<file path="src/rtl/keypad_pkg.sv">
// Shared types and helpers for the 4x4 keypad scanner (keypad_scan, keypad_debounce).
package keypad_pkg;
  localparam int unsigned ROWS  = 4;
  localparam int unsigned COLS  = 4;
  localparam int unsigned NKEYS = ROWS * COLS;

  typedef enum logic [1:0] {IDLE, HELD, LOCK} kp_state_t;

  function automatic logic [4:0] popcount(input logic [NKEYS-1:0] v);
    logic [4:0] n;
    n = '0;
    for (int unsigned i = 0; i < NKEYS; i++) n = n + {4'b0000, v[i]};
    return n;
  endfunction

  // Lowest pressed key index; only meaningful when exactly one bit is set.
  function automatic logic [3:0] encode(input logic [NKEYS-1:0] v);
    logic [3:0] c;
    c = '0;
    for (int unsigned i = NKEYS; i > 0; i--) if (v[i-1]) c = 4'(i - 1);
    return c;
  endfunction

  function automatic logic [3:0] irq_mask(input logic [3:0] code);
    return (code[3:2] == 2'b00) ? (4'b0001 << code[1:0]) : 4'b0000;
  endfunction
endpackage

</file>
<file path="src/rtl/keypad_debounce.sv">
// Full-scan debouncer: the stable image follows the snapshot only after
// DEBOUNCE_SCANS consecutive identical scans, with a 1-cycle update strobe.
module keypad_debounce import keypad_pkg::*; #(
  parameter int unsigned DEBOUNCE_SCANS = 20
) (
  input  logic             clk,
  input  logic             rst,
  input  logic             snap_valid,
  input  logic [NKEYS-1:0] snapshot,
  output logic [NKEYS-1:0] stable,
  output logic             stable_upd
);
  localparam int unsigned SW = $clog2(DEBOUNCE_SCANS + 1);

  logic [NKEYS-1:0] prev;
  logic [SW-1:0]    stab_cnt;

  always_ff @(posedge clk) begin
    if (rst) begin
      prev       <= '0;
      stab_cnt   <= '0;
      stable     <= '0;
      stable_upd <= 1'b0;
    end else begin
      stable_upd <= 1'b0;
      if (snap_valid) begin
        prev <= snapshot;
        if (snapshot != prev) begin
          stab_cnt <= '0;
        end else if (stab_cnt != SW'(DEBOUNCE_SCANS)) begin
          stab_cnt <= stab_cnt + 1'b1;
          if (stab_cnt == SW'(DEBOUNCE_SCANS - 1)) begin
            stable     <= snapshot;
            stable_upd <= 1'b1;
          end
        end
      end
    end
  end
endmodule

</file>
<file path="src/rtl/keypad_scan.sv">
// 4x4 keypad scanner: synchronizer, row scan, debounce, single-key event FSM.
// Optional auto-repeat while a key is held: define KEYPAD_REPEAT_EN.
module keypad_scan import keypad_pkg::*; #(
  parameter int unsigned SCAN_DIV       = 50000,
  parameter int unsigned DEBOUNCE_SCANS = 20,
  parameter int unsigned REPEAT_DELAY   = 500,
  parameter int unsigned REPEAT_RATE    = 100
) (
  input  logic            clk,
  input  logic            rst,
  input  logic [COLS-1:0] col,
  output logic [ROWS-1:0] row,
  output logic            key_valid,
  output logic [3:0]      key_code,
  output logic [3:0]      key_irq,
  output logic            key_held
);
  localparam int unsigned DW = $clog2(SCAN_DIV);

  if (SCAN_DIV < 4 || DEBOUNCE_SCANS < 1 || REPEAT_DELAY < 1 || REPEAT_RATE < 1) begin : g_bad_cfg
    $error("keypad_scan: invalid parameter set");
  end

  logic [COLS-1:0]  col_s1, col_s2, col_pressed;
  logic [DW-1:0]    dwell;
  logic [1:0]       row_idx;
  logic [NKEYS-1:0] raw, snapshot, stable;
  logic             row_end, scan_done, stable_upd;
  kp_state_t        state_q, state_d;
  logic             new_press, emit, rep_fire;
  logic [3:0]       evt_code;

  assign col_pressed = ~col_s2;
  assign row         = ~(4'b0001 << row_idx);
  assign row_end     = (dwell == DW'(SCAN_DIV - 1));
  assign scan_done   = row_end && (row_idx == 2'd3);

  always_ff @(posedge clk) begin
    if (rst) begin
      col_s1  <= '1;
      col_s2  <= '1;
      dwell   <= '0;
      row_idx <= '0;
      raw     <= '0;
    end else begin
      col_s1 <= col;
      col_s2 <= col_s1;
      if (row_end) begin
        dwell                          <= '0;
        row_idx                        <= row_idx + 1'b1;
        raw[{row_idx, 2'b00} +: COLS]  <= col_pressed;
      end else begin
        dwell <= dwell + 1'b1;
      end
    end
  end

  // Row 3 is still being sampled on scan_done, so splice it in combinationally.
  always_comb begin
    snapshot                      = raw;
    snapshot[NKEYS-COLS +: COLS]  = col_pressed;
  end

  keypad_debounce #(.DEBOUNCE_SCANS(DEBOUNCE_SCANS)) u_debounce (
    .clk        (clk),
    .rst        (rst),
    .snap_valid (scan_done),
    .snapshot   (snapshot),
    .stable     (stable),
    .stable_upd (stable_upd)
  );

  always_ff @(posedge clk) begin
    if (rst) state_q <= IDLE;
    else     state_q <= state_d;
  end

  // In HELD, key_code still names the held key, so it doubles as the held image.
  always_comb begin
    state_d   = state_q;
    new_press = 1'b0;
    if (stable_upd) begin
      unique case (state_q)
        IDLE: begin
          if (popcount(stable) == 5'd1) begin
            state_d   = HELD;
            new_press = 1'b1;
          end else if (stable != '0) begin
            state_d = LOCK;
          end
        end
        HELD: begin
          if (stable == '0)                                state_d = IDLE;
          else if (stable != (NKEYS'(1) << key_code))      state_d = LOCK;
        end
        LOCK: if (stable == '0) state_d = IDLE;
        default: state_d = IDLE;
      endcase
    end
  end

`ifdef KEYPAD_REPEAT_EN
  localparam int unsigned RMAX = (REPEAT_DELAY > REPEAT_RATE) ? REPEAT_DELAY : REPEAT_RATE;
  localparam int unsigned RW   = $clog2(RMAX + 1);

  logic [RW-1:0] rep_cnt;
  logic          rep_first, rep_hit;

  assign rep_hit  = rep_first ? (rep_cnt == RW'(REPEAT_DELAY - 1)) : (rep_cnt == RW'(REPEAT_RATE - 1));
  assign rep_fire = (state_q == HELD) && scan_done && rep_hit;

  always_ff @(posedge clk) begin
    if (rst || state_q != HELD) begin
      rep_cnt   <= '0;
      rep_first <= 1'b1;
    end else if (scan_done) begin
      if (rep_hit) begin
        rep_cnt   <= '0;
        rep_first <= 1'b0;
      end else begin
        rep_cnt <= rep_cnt + 1'b1;
      end
    end
  end
`else
  assign rep_fire = 1'b0;
`endif

  assign emit     = new_press || rep_fire;
  assign evt_code = new_press ? encode(stable) : key_code;

  always_ff @(posedge clk) begin
    if (rst) begin
      key_valid <= 1'b0;
      key_code  <= '0;
      key_irq   <= '0;
    end else begin
      key_valid <= emit;
      key_irq   <= emit ? irq_mask(evt_code) : 4'b0000;
      if (emit) key_code <= evt_code;
    end
  end

  assign key_held = (state_q == HELD);
endmodule

</file>
<file path="config.mk">
export PLATFORM = sky130hd
export DESIGN_NAME = keypad_scan
export DESIGN_NICKNAME = d
export VERILOG_FILES = /design/src/rtl/keypad_pkg.sv /design/src/rtl/keypad_debounce.sv /design/src/rtl/keypad_scan.sv
export SDC_FILE = /design/constraint.sdc
export NUM_CORES = 1
export LEC_CHECK = 0
export CAP_MARGIN = 20
export CELL_PAD_IN_SITES_DETAIL_PLACEMENT = 0
export CELL_PAD_IN_SITES_GLOBAL_PLACEMENT = 1
export CORE_MARGIN = 2
export CORE_UTILIZATION = 41
export DETAILED_ROUTE_END_ITERATION = 7
export PLACE_DENSITY_LB_ADDON = 0.1
export SLEW_MARGIN = 20
export SYNTH_ARGS = -nofsm -noshare
export SYNTH_HDL_FRONTEND = slang
export SYNTH_SLANG_ARGS = --single-unit
</file>
<file path="constraint.sdc">
create_clock -name clk -period 9.7 [get_ports clk]
set_input_delay 2.425 -clock clk [delete_from_list [all_inputs] [get_ports clk]]
set_output_delay 2.425 -clock clk [all_outputs]
set_load 0.01 [all_outputs]
</file>
==> summary.txt, run 1 <==
CTS
  • Max H-tree Level: 3
  • Setup bufs post-CTS: 0
  • CTS tree: built
  • # clock sinks: 87
  • Clk Tree Root Cell: clkbuf_8
  • Clk slew on worst S/H paths: 90 ps
  • CTS resizes: 0
  • Num CTS Buffers: 9
  • CTS max path bufs: 2
  • Clock latency on the worst-skew pair: 370 ps
  • CTS Hold Buffers Added: 0

Critical path
  • R2r setup slk: 4960 ps
  • CP startpoint: u_debounce.stable[5]$_SDFFE_PP0P_
  • RR Endpoint: key_irq[1]$_SDFF_PP0_
  • Max incr delay on CP: 540 ps
  • Startpoint Class: register
  • CP Max Fanout: 10
  • Crit. End Element: register
  • WS Path Type: reg2reg
  • CP Cell Sequence: inv_1 -> fa_1 -> inv_1 -> fa_1 -> fa_1 -> inv_1 -> fa_1 -> inv_1 -> ha_1 -> fa_1 -> nor4_1 -> o211ai_1 -> o31a_1 -> nor3b_1
  • R2r startpoint: u_debounce.stable[5]$_SDFFE_PP0P_
  • Arrival time at the worst endpoint: 5020 ps
  • CP dominant cell by count: fa_1
  • CP max-delay cell: fa_1
  • Req. time, crit path: 9980 ps
  • Worst Reg-to-Reg Cells: 14

Yosys
  • Mapped Area: 0.00454 mm²
  • Synthesis-stage register bit count: 87
  • Largest cells by area after synthesis: dfxtp_1 (38%), nor2_1 (5.5%), a21oi_1 (5.2%), fa_1 (4.4%), nand2_1 (4.0%)
  • Count leader, synth: dfxtp_1
  • Post-synth EDFFs: 0
  • Post-synthesis sequential area ratio: 38.3%
  • Post-Synthesis Cells: 534
  • FFs w/ async S/R, synth: 0%
  • Synth Flop Type: dfxtp_1
  • Synth area leader: dfxtp_1
  • Mapped Nets: 564
  • Synth top cells by count: dfxtp_1 (87), nor2_1 (66), nand2_1 (49)
  • Yosys warns: 0
  • Unique masters post-synth: 59
  • Top cell type's share of synthesized area: 38.3%
  • Avg Inst Size Synth: 8.51 µm²

Pwr
  • Final Total Pwr: 0.000659 W
  • Pwr dens: 132 mW/mm²
  • VDD IR-drop max: 0.116 mV
  • Leakage: 1.85 nW

Worst hold path
  • HP Class: reg2reg
  • Min-Delay Endpoint: col_s2[0]$_SDFF_PP1_
  • Hold Path Cell Cnt: 1
  • Hold Startpoint: col_s1[0]$_SDFF_PP1_

Timing
  • Max transition margin: 49.7%
  • Final Max Tran Viols: 0
  • Final hold vios: 0
  • F_max: 211 MHz
  • Worst slew pin tran: 752 ps
  • Post-layout minimum cycle time: 4740 ps
  • Hold WS: 413 ps
  • Clk_skew: 13.1 ps
  • Final setup viols: 0
  • Fin crit share: 48.9%
  • Setup TNS Final: 0 ps
  • RSZ-0062 raised after global routing: false

Global route
  • GRT Util Overall: 18.8%
  • Vias in the first global route: 3227
  • Largest net degree at the start of global routing: 47
  • First-pass GRT wire length: 17200 µm
  • Initial antenna violation count: 0
  • Global-route congestion overflow total: 0

Route
  • DRT iter0 DRCs: 232
  • Pre-Repair DR Iteration Count: 4
  • Via count: 3561
  • Vias per std cell: 5.19
  • Detail Route Antenna Nets: 0
  • Routed WL per cell: 15.1 µm
  • Drt total wl: 10400 µm
  • Post-route DRC: 0

Floorplanning
  • Die Y: 109 µm
  • # IOs: 20
  • Core ar.: 0.0108 mm²
  • Rows: 38
  • Die X: 109 µm
  • Initial Util: 41.9%
  • Die Area: 0.0119 mm²

Flow run
  • Max cap viols: 0

Layout
  • Layout cells sized above 1: 8.79%
  • Final net count: 571
  • # fillers: 1067
  • N_diodes: 0
  • Area grow syn2layout: 10.1%

Place
  • GPL Wtd Cong: 0.844
  • Hpwl dp: 7400 µm
  • Port Buf Inserts: 19

Status
  • Status: finished clean
==> logic make-up after synthesis <==
kind of cell / after synthesis / synth area share, %
AOI/OAI and AO/OA: 92 / 12.1
xor gates and xnor gates: 28 / 5.40
adders and majority gates: 24 / 8.26
buffers and inverters: 60 / 5.98
DFF: 87 / 38.3
muxes: 14 / 3.09
and+or+nand+nor: 229 / 26.8
==> per-layer routing <==
layer  track usage (%)  wire length, µm  vias up
li1                  -                -     1843
met1              26.7             5180     1654
met2              28.0             4680       55
met3              4.90              387        9
met4              5.52              101        0
met5                 0                0        -
==> cell type report <==
type                            instances  area [µm²]  area share [%]
Multi-Input combinational cell        387        2530            50.6
Sequential cell                        87        1740            34.8
Clock inverter                          7        97.6            1.95
Clock buffer                            9         124            2.48
Timing Repair Buffer                   21         200            4.01
Tap cell                              140         175            3.50
Inverter                               35         131            2.63
==> where the power goes <==
part | switching (W) | internal (W) | leakage [nW]
Clock | 0.000137 | 0.000145 | 0.105
Sequential | 0.00000257 | 0.000359 | 0.703
Combinational | 0.00000899 | 0.00000578 | 1.04
Total | 0.000148 | 0.000510 | 1.85
==> cell usage in the layout (no fill, tap or decap), types with 10 or more instances in the layout <==
master and n:
ha_1 14, clkdlybuf4s50_1 18, or2_2 10, nand3_1 17, nor3_1 21, fa_1 10
inv_1 35, a21oi_1 47, mux2i_1 14, nor2_1 66, nand2_1 49, o21ai_0 19
xor2_1 19, dfxtp_1 87
==> per-stage QoR <==
stage | worst slack [ps] | utilization, % | std cells | instance area (µm²)
floorplan | 5310 | - | 534 | 4540
global placement | 5080 | 44.1 | 670 | 4780
detailed placement | 4960 | 44.1 | 670 | 4780
CTS | 4940 | 46.1 | 686 | 5000
global route | 4560 | 46.1 | 686 | 5000
finish | 4960 | 46.1 | 686 | 5000
==> sequential cells by signal, indices dropped and copies added (netlist names) <==
register	count
u_debounce.stable	16
u_debounce.stable_upd	1
row_idx	2
key_irq	4
key_code	4
col_s1	4
state_q	2
raw	12
dwell	16
key_valid	1
u_debounce.stab_cnt	5
u_debounce.prev	16
col_s2	4
==> critical path, delay by kind of cell, from the launching register on <==
family	cells	cell delay, ps
flip-flops	1	460
buffers and inverters	4	260
AND/OR/NAND/NOR	2	520
adder cells (fa/ha/maj)	6	2600
AO/OA/AOI/OAI	2	820
==> how the worst max path moves through the flow <==
stage                                 end  slack, ps  depth (start not counted)
CTS                 key_irq[1]$_SDFF_PP0_       4940                         14
global route        key_irq[1]$_SDFF_PP0_       4560                         15
floorplan           key_irq[0]$_SDFF_PP0_       5310                         15
detailed placement  key_irq[1]$_SDFF_PP0_       4960                         14
global placement    key_irq[0]$_SDFF_PP0_       5080                         14
finish              key_irq[1]$_SDFF_PP0_       4960                         14
(Power assumes the default switching activity.)
==> inputs of run 2 (changes only) <==
==> constraint.sdc (replaced) <==
create_clock -name clk -period 4.55 [get_ports clk]
set_input_delay 1.1375 -clock clk [delete_from_list [all_inputs] [get_ports clk]]
set_output_delay 1.1375 -clock clk [all_outputs]
set_load 0.01 [all_outputs]
==> run 2 against run 1 <==
Via count is 3.0% higher. Cell area is 2.5% higher. Maximum frequency is 10% higher. Critical path depth is 1 higher. Wire length is 2.7% higher. Sequential power is 110% higher. Clock power is 120% higher. Sequential share of layout area is 0.83 points lower. Global-route usage is 0.30 points higher. Die area stayed put. Critical path type unchanged. Critical endpoint is now key_irq[0]$_SDFF_PP0_.
==> summary.txt, run 2 (synthesis gave the netlist of run 1 again) <==
Floorplanning
  • Initial Util: 41.9%
  • Die X: 109 µm
  • Die Y: 109 µm
  • # IOs: 20
  • Rows: 38
  • Core ar.: 0.0108 mm²
  • Die Area: 0.0119 mm²

Critical path
  • WS Path Type: reg2reg
  • Top cell family by delay on the critical path: adder cells
  • Crit. End Element: register
  • Max incr delay on CP: 510 ps
  • Buf/Inv on CP: 5
  • Arrival time at the worst endpoint: 4570 ps
  • CP Max Fanout: 10
  • CP max-delay cell: fa_1
  • CP dominant cell by count: fa_1
  • CP Cell Sequence: inv_1 -> fa_1 -> inv_1 -> fa_1 -> fa_1 -> inv_1 -> fa_1 -> inv_1 -> ha_1 -> fa_1 -> nor4_4 -> o211ai_1 -> buf_4 -> o31a_1 -> and3_1
  • Startpoint Class: register
  • Req. time, crit path: 4820 ps

CTS
  • CTS max path bufs: 2
  • Max H-tree Level: 3
  • Clk Tree Root Cell: clkbuf_8
  • CTS tree: built
  • Clk slew on worst S/H paths: 90 ps
  • Clock latency on the worst-skew pair: 370 ps
  • Num CTS Buffers: 9
  • # clock sinks: 87

Global route
  • First-pass GRT wire length: 17400 µm
  • GRT Util Overall: 19.1%
  • Largest net degree at the start of global routing: 36
  • Initial antenna violation count: 0
  • Vias in the first global route: 3366
  • Global-route congestion overflow total: 0

Timing
  • Fin crit share: 94.6%
  • Setup TNS Final: 0 ps
  • Worst slew pin tran: 701 ps
  • RSZ-0062 raised after global routing: false
  • Clk_skew: 13.1 ps
  • Final hold vios: 0
  • Post-layout minimum cycle time: 4300 ps
  • Final setup viols: 0
  • Final Max Tran Viols: 0
  • Hold WS: 416 ps
  • Max transition margin: 53.1%
  • F_max: 232 MHz

Pwr
  • Internal: 0.00112 W
  • VDD IR-drop max: 0.181 mV
  • Pwr dens: 280 mW/mm²
  • Final Total Pwr: 0.00143 W
  • Net Sw Power: 0.000314 W
  • Share of power burned in registers: 53.8%
  • Clock power share: 43.9%
  • Leakage: 1.92 nW
  • Sw frac: 21.9%
  • Comb pwr share: 2.3%

Layout
  • Most frequent cells in the layout: dfxtp_1 (87), nor2_1 (65), nand2_1 (49)
  • Biggest regs: dwell x16, u_debounce.prev x16, u_debounce.stable x16
  • # fillers: 1087
  • Area grow syn2layout: 12.8%
  • Final net count: 583
  • Layout cells sized above 1: 11.1%
  • Fin area: 0.00512 mm²
  • N_diodes: 0
  • Most common cell after layout, fill and taps aside: dfxtp_1

Route
  • Detail Route Antenna Nets: 0
  • Routed WL per cell: 15.2 µm
  • Post-route DRC: 0
  • DRT iter0 DRCs: 190
  • Via count: 3667
  • Drt total wl: 10600 µm
  • Vias per std cell: 5.25
  • Pre-Repair DR Iteration Count: 4

Place
  • GPL Wtd Cong: 0.803
  • Port Buf Inserts: 19
  • Hpwl dp: 7720 µm
  • Placed inst area: 0.00487 mm²

Worst hold path
  • HP Class: reg2reg

Flow run
  • Max cap viols: 0

Status
  • Status: finished clean
[run 2: cell types whose count changed in the layout (fill, tap and decap cells not counted)]
cell / before / now
clkbuf_8: 9 / 11
clkinv_2: 1 / 0
clkbuf_1: 0 / 1
nor3b_1: 3 / 2
clkinvlp_4: 2 / 1
nor4_4: 3 / 4
nor3b_2: 0 / 1
inv_6: 0 / 1
nor2_1: 66 / 65
buf_4: 2 / 14
nor2_2: 4 / 5
clkinv_4: 2 / 0
nor4_1: 9 / 8
[run 2: through the flow]
| step | utilization (%) | worst slack (ps) | cells |
|---|---|---|---|
| 2_1_floorplan | - | 162 | 534 |
| 5_1_grt | 47.2 | 16.3 | 698 |
| 3_3_place_gp | 44.9 | 230 | 682 |
| 6_report | 47.2 | 246 | 698 |
| 3_5_place_dp | 44.9 | 86.8 | 682 |
| 4_1_cts | 47.0 | 82.2 | 698 |
[run 2: path summary, 6_finish.rpt]
kind                                startpoint  slack [ps]  cells after the start               endpoint
min                       col_s1[0]$_SDFF_PP1_         420                      1   col_s2[0]$_SDFF_PP1_
min reg2reg               col_s1[0]$_SDFF_PP1_         420                      1   col_s2[0]$_SDFF_PP1_
max          u_debounce.stable[7]$_SDFFE_PP0P_         250                     15  key_irq[0]$_SDFF_PP0_
max reg2reg  u_debounce.stable[7]$_SDFFE_PP0P_         250                     15  key_irq[0]$_SDFF_PP0_
[run 2: final cells by class]
class / count / area [µm²] / share of cell area [%]
clock inverters: 4 / 76.3 / 1.49
repair buffers: 33 / 290 / 5.67
inverters: 35 / 131 / 2.57
clock buffers: 12 / 155 / 3.03
multi-input cells: 387 / 2550 / 49.8
flip-flops and latches: 87 / 1740 / 34.0
well taps: 140 / 175 / 3.42
[run 2: timing repair]
action                     in CTS  in global routing
setup endpoints to repair       0                  8
resized for setup               0                  4
setup buffers                   0                  0
hold buffers                    0                  0
[run 2: metal layers]
metal	share of wire, %	global-route usage, %	up-vias
met1	52	27.6	1742
met5	0	0	-
met4	1.1	4.97	0
li1	-	-	1869
met3	3.0	4.60	9
met2	44	28.5	47
[run 2: power by group through the flow]
stage	logic, W	registers (W)	clock network (W)
after floorplan	0.0000246	0.000788	0
after global placement	0.0000331	0.000790	0
after detailed placement	0.0000331	0.000790	0
after CTS	0.0000332	0.000772	0.000645
after global routing	0.0000367	0.000773	0.000680
final	0.0000331	0.000772	0.000630
==> inputs of run 3 (changes only) <==
--- a/config.mk
+++ b/config.mk
@@ -5,13 +5,14 @@
 export SDC_FILE = /design/constraint.sdc
 export NUM_CORES = 1
 export LEC_CHECK = 0
-export CAP_MARGIN = 20
 export CELL_PAD_IN_SITES_DETAIL_PLACEMENT = 0
 export CELL_PAD_IN_SITES_GLOBAL_PLACEMENT = 1
 export CORE_MARGIN = 2
 export CORE_UTILIZATION = 41
+export CTS_CLUSTER_DIAMETER = 60
 export DETAILED_ROUTE_END_ITERATION = 7
 export PLACE_DENSITY_LB_ADDON = 0.1
+export RECOVER_POWER = 100
 export SLEW_MARGIN = 20
 export SYNTH_ARGS = -nofsm -noshare
 export SYNTH_HDL_FRONTEND = slang
==> run 3 against run 2 <==
The run now ends with max-capacitance violations, max-slew violations left. Power decreased by 0.22%. Clock power hardly changed. Register-to-register slack is essentially flat. Die area is the same. Utilization shrank 0.50 points. Maximum frequency is essentially flat.
==> summary.txt, run 3 (synthesis gave the netlist of run 1 again) <==
Status
  • Status: finished, violations left
  • Failing checks: max-capacitance violations, max-slew violations

Critical path
  • WS Path Type: reg2reg
  • CP Cell Sequence: inv_1 -> fa_1 -> inv_1 -> fa_1 -> fa_1 -> inv_1 -> fa_1 -> inv_1 -> ha_1 -> fa_1 -> nor4_4 -> o211ai_1 -> buf_4 -> o31a_1 -> and3_1
  • RR Endpoint: key_irq[0]$_SDFF_PP0_
  • Crit. End Element: register
  • Arrival time at the worst endpoint: 4570 ps
  • R2r startpoint: u_debounce.stable[7]$_SDFFE_PP0P_
  • Top cell family by delay on the critical path: adder cells
  • CP Max Fanout: 10
  • Req. time, crit path: 4820 ps
  • Buf/Inv on CP: 5
  • Startpoint Class: register
  • CP max-delay cell: fa_1
  • Max incr delay on CP: 510 ps
  • Worst Reg-to-Reg Cells: 15
  • CP dominant cell by count: fa_1
  • R2r setup slk: 250 ps

Timing
  • Setup TNS Final: 0 ps
  • Final setup viols: 0
  • Worst slew pin tran: 1590 ps
  • Post-layout minimum cycle time: 4300 ps
  • Final hold vios: 0
  • Final Max Tran Viols: 36
  • Fin crit share: 94.6%
  • Max transition margin: -6.12%
  • RSZ-0062 raised after global routing: false
  • F_max: 232 MHz
  • Clk_skew: 15.4 ps

Pwr
  • VDD IR-drop max: 0.179 mV
  • Leakage: 1.92 nW
  • Pwr dens: 282 mW/mm²

Place
  • Port Buf Inserts: 19
  • GPL Wtd Cong: 0.803
  • Hpwl dp: 7720 µm
  • Placed inst area: 0.00487 mm²

Layout
  • N_diodes: 0
  • Layout cells sized above 1: 9.14%
  • Biggest regs: dwell x16, u_debounce.prev x16, u_debounce.stable x16
  • Area grow syn2layout: 11.6%
  • # fillers: 1090
  • Final net count: 583
  • Fin area: 0.00507 mm²
  • Most frequent cells in the layout: dfxtp_1 (87), nor2_1 (65), nand2_1 (49)
  • Most common cell after layout, fill and taps aside: dfxtp_1

Floorplanning
  • Die Y: 109 µm
  • Initial Util: 41.9%
  • # IOs: 20
  • Die Area: 0.0119 mm²
  • Rows: 38
  • Die X: 109 µm
  • Core ar.: 0.0108 mm²

CTS
  • CTS tree: built
  • Max H-tree Level: 3
  • CTS max path bufs: 2
  • # clock sinks: 87
  • Clock latency on the worst-skew pair: 360 ps
  • Setup bufs post-CTS: 0
  • Clk slew on worst S/H paths: 90 ps
  • Clk Tree Root Cell: clkbuf_8
  • Num CTS Buffers: 9

Route
  • Post-route DRC: 0
  • Detail Route Antenna Nets: 0
  • Drt total wl: 10600 µm
  • Pre-Repair DR Iteration Count: 6
  • Vias per std cell: 5.24
  • Routed WL per cell: 15.2 µm
  • Via count: 3659
  • DRT iter0 DRCs: 171

Worst hold path
  • Hold Startpoint: col_s1[0]$_SDFF_PP1_
  • HP Class: reg2reg
  • Min-Delay Endpoint: col_s2[0]$_SDFF_PP1_
  • Hold Path Cell Cnt: 1

Global route
  • Global-route congestion overflow total: 0
  • Initial antenna violation count: 0
  • Vias in the first global route: 3366
  • Largest net degree at the start of global routing: 36
  • First-pass GRT wire length: 17400 µm
  • GRT Util Overall: 19.1%

Flow run
  • Max cap viols: 1
[run 3: cell types whose count changed in the layout (fill, tap and decap cells not counted)]
cell,delta
clkbuf_1,+4
buf_4,-3
buf_2,-1
a211oi_1,+4
a211oi_2,-4
clkdlybuf4s50_1,-14
dlygate4sd3_1,+14
or2_2,-1
or2_0,+1
nand4_2,-1
nand4_1,+1
nor4_4,-1
nor4_1,+1
[run 3: power breakdown]
group	switching, W	total (W)	internal (W)
logic	0.0000196	0.0000313	0.0000117
registers	0.00000530	0.000772	0.000766
clock network	0.000287	0.000628	0.000342
total	0.000312	0.00143	0.00112
[run 3: worst max path at each step]
stage	depth (start not counted)	startpoint	endpoint
6_report	15	u_debounce.stable[7]$_SDFFE_PP0P_	key_irq[0]$_SDFF_PP0_
5_1_grt	15	u_debounce.stable[7]$_SDFFE_PP0P_	key_irq[0]$_SDFF_PP0_
4_1_cts	15	u_debounce.stable[5]$_SDFFE_PP0P_	key_irq[2]$_SDFF_PP0_
3_5_place_dp	15	u_debounce.stable[5]$_SDFFE_PP0P_	key_irq[2]$_SDFF_PP0_
3_3_place_gp	15	u_debounce.stable[5]$_SDFFE_PP0P_	key_irq[2]$_SDFF_PP0_
2_1_floorplan	15	u_debounce.stable[5]$_SDFFE_PP0P_	key_irq[0]$_SDFF_PP0_
[run 3: final cells by class]
class / instances / area [µm²] / share of cell area [%]
Multi-Input combinational cell: 387 / 2510 / 49.5
Sequential cell: 87 / 1740 / 34.4
Timing Repair Buffer: 33 / 278 / 5.48
Tap cell: 140 / 175 / 3.46
Clock buffer: 12 / 155 / 3.06
Inverter: 35 / 131 / 2.59
Clock inverter: 4 / 76.3 / 1.51
[run 3: layer usage]
metal | track usage [%] | up-vias | wire length [µm]
met5 | 0 | - | 0
met4 | 4.97 | 0 | 116
met3 | 4.60 | 8 | 224
met2 | 28.5 | 38 | 4740
met1 | 27.6 | 1750 | 5560
li1 | - | 1863 | -
[run 3: repair_timing]
item                                   CTS  global route
gates resized for setup                  0             4
hold buffers                             0             0
setup endpoints to repair                0             8
endpoints found under the hold margin    0             0
[run 3: stage by stage]
stage,power (W),setup slack (ps),hold WS [ps],std cells,util (%)
finish,0.00143,245,417,698,46.7
global route,0.00149,16.3,429,698,46.7
CTS,0.00145,82.2,421,698,47.0
detailed placement,0.000823,86.8,399,682,44.9
global placement,0.000823,230,398,682,44.9
floorplan,0.000812,162,389,534,-
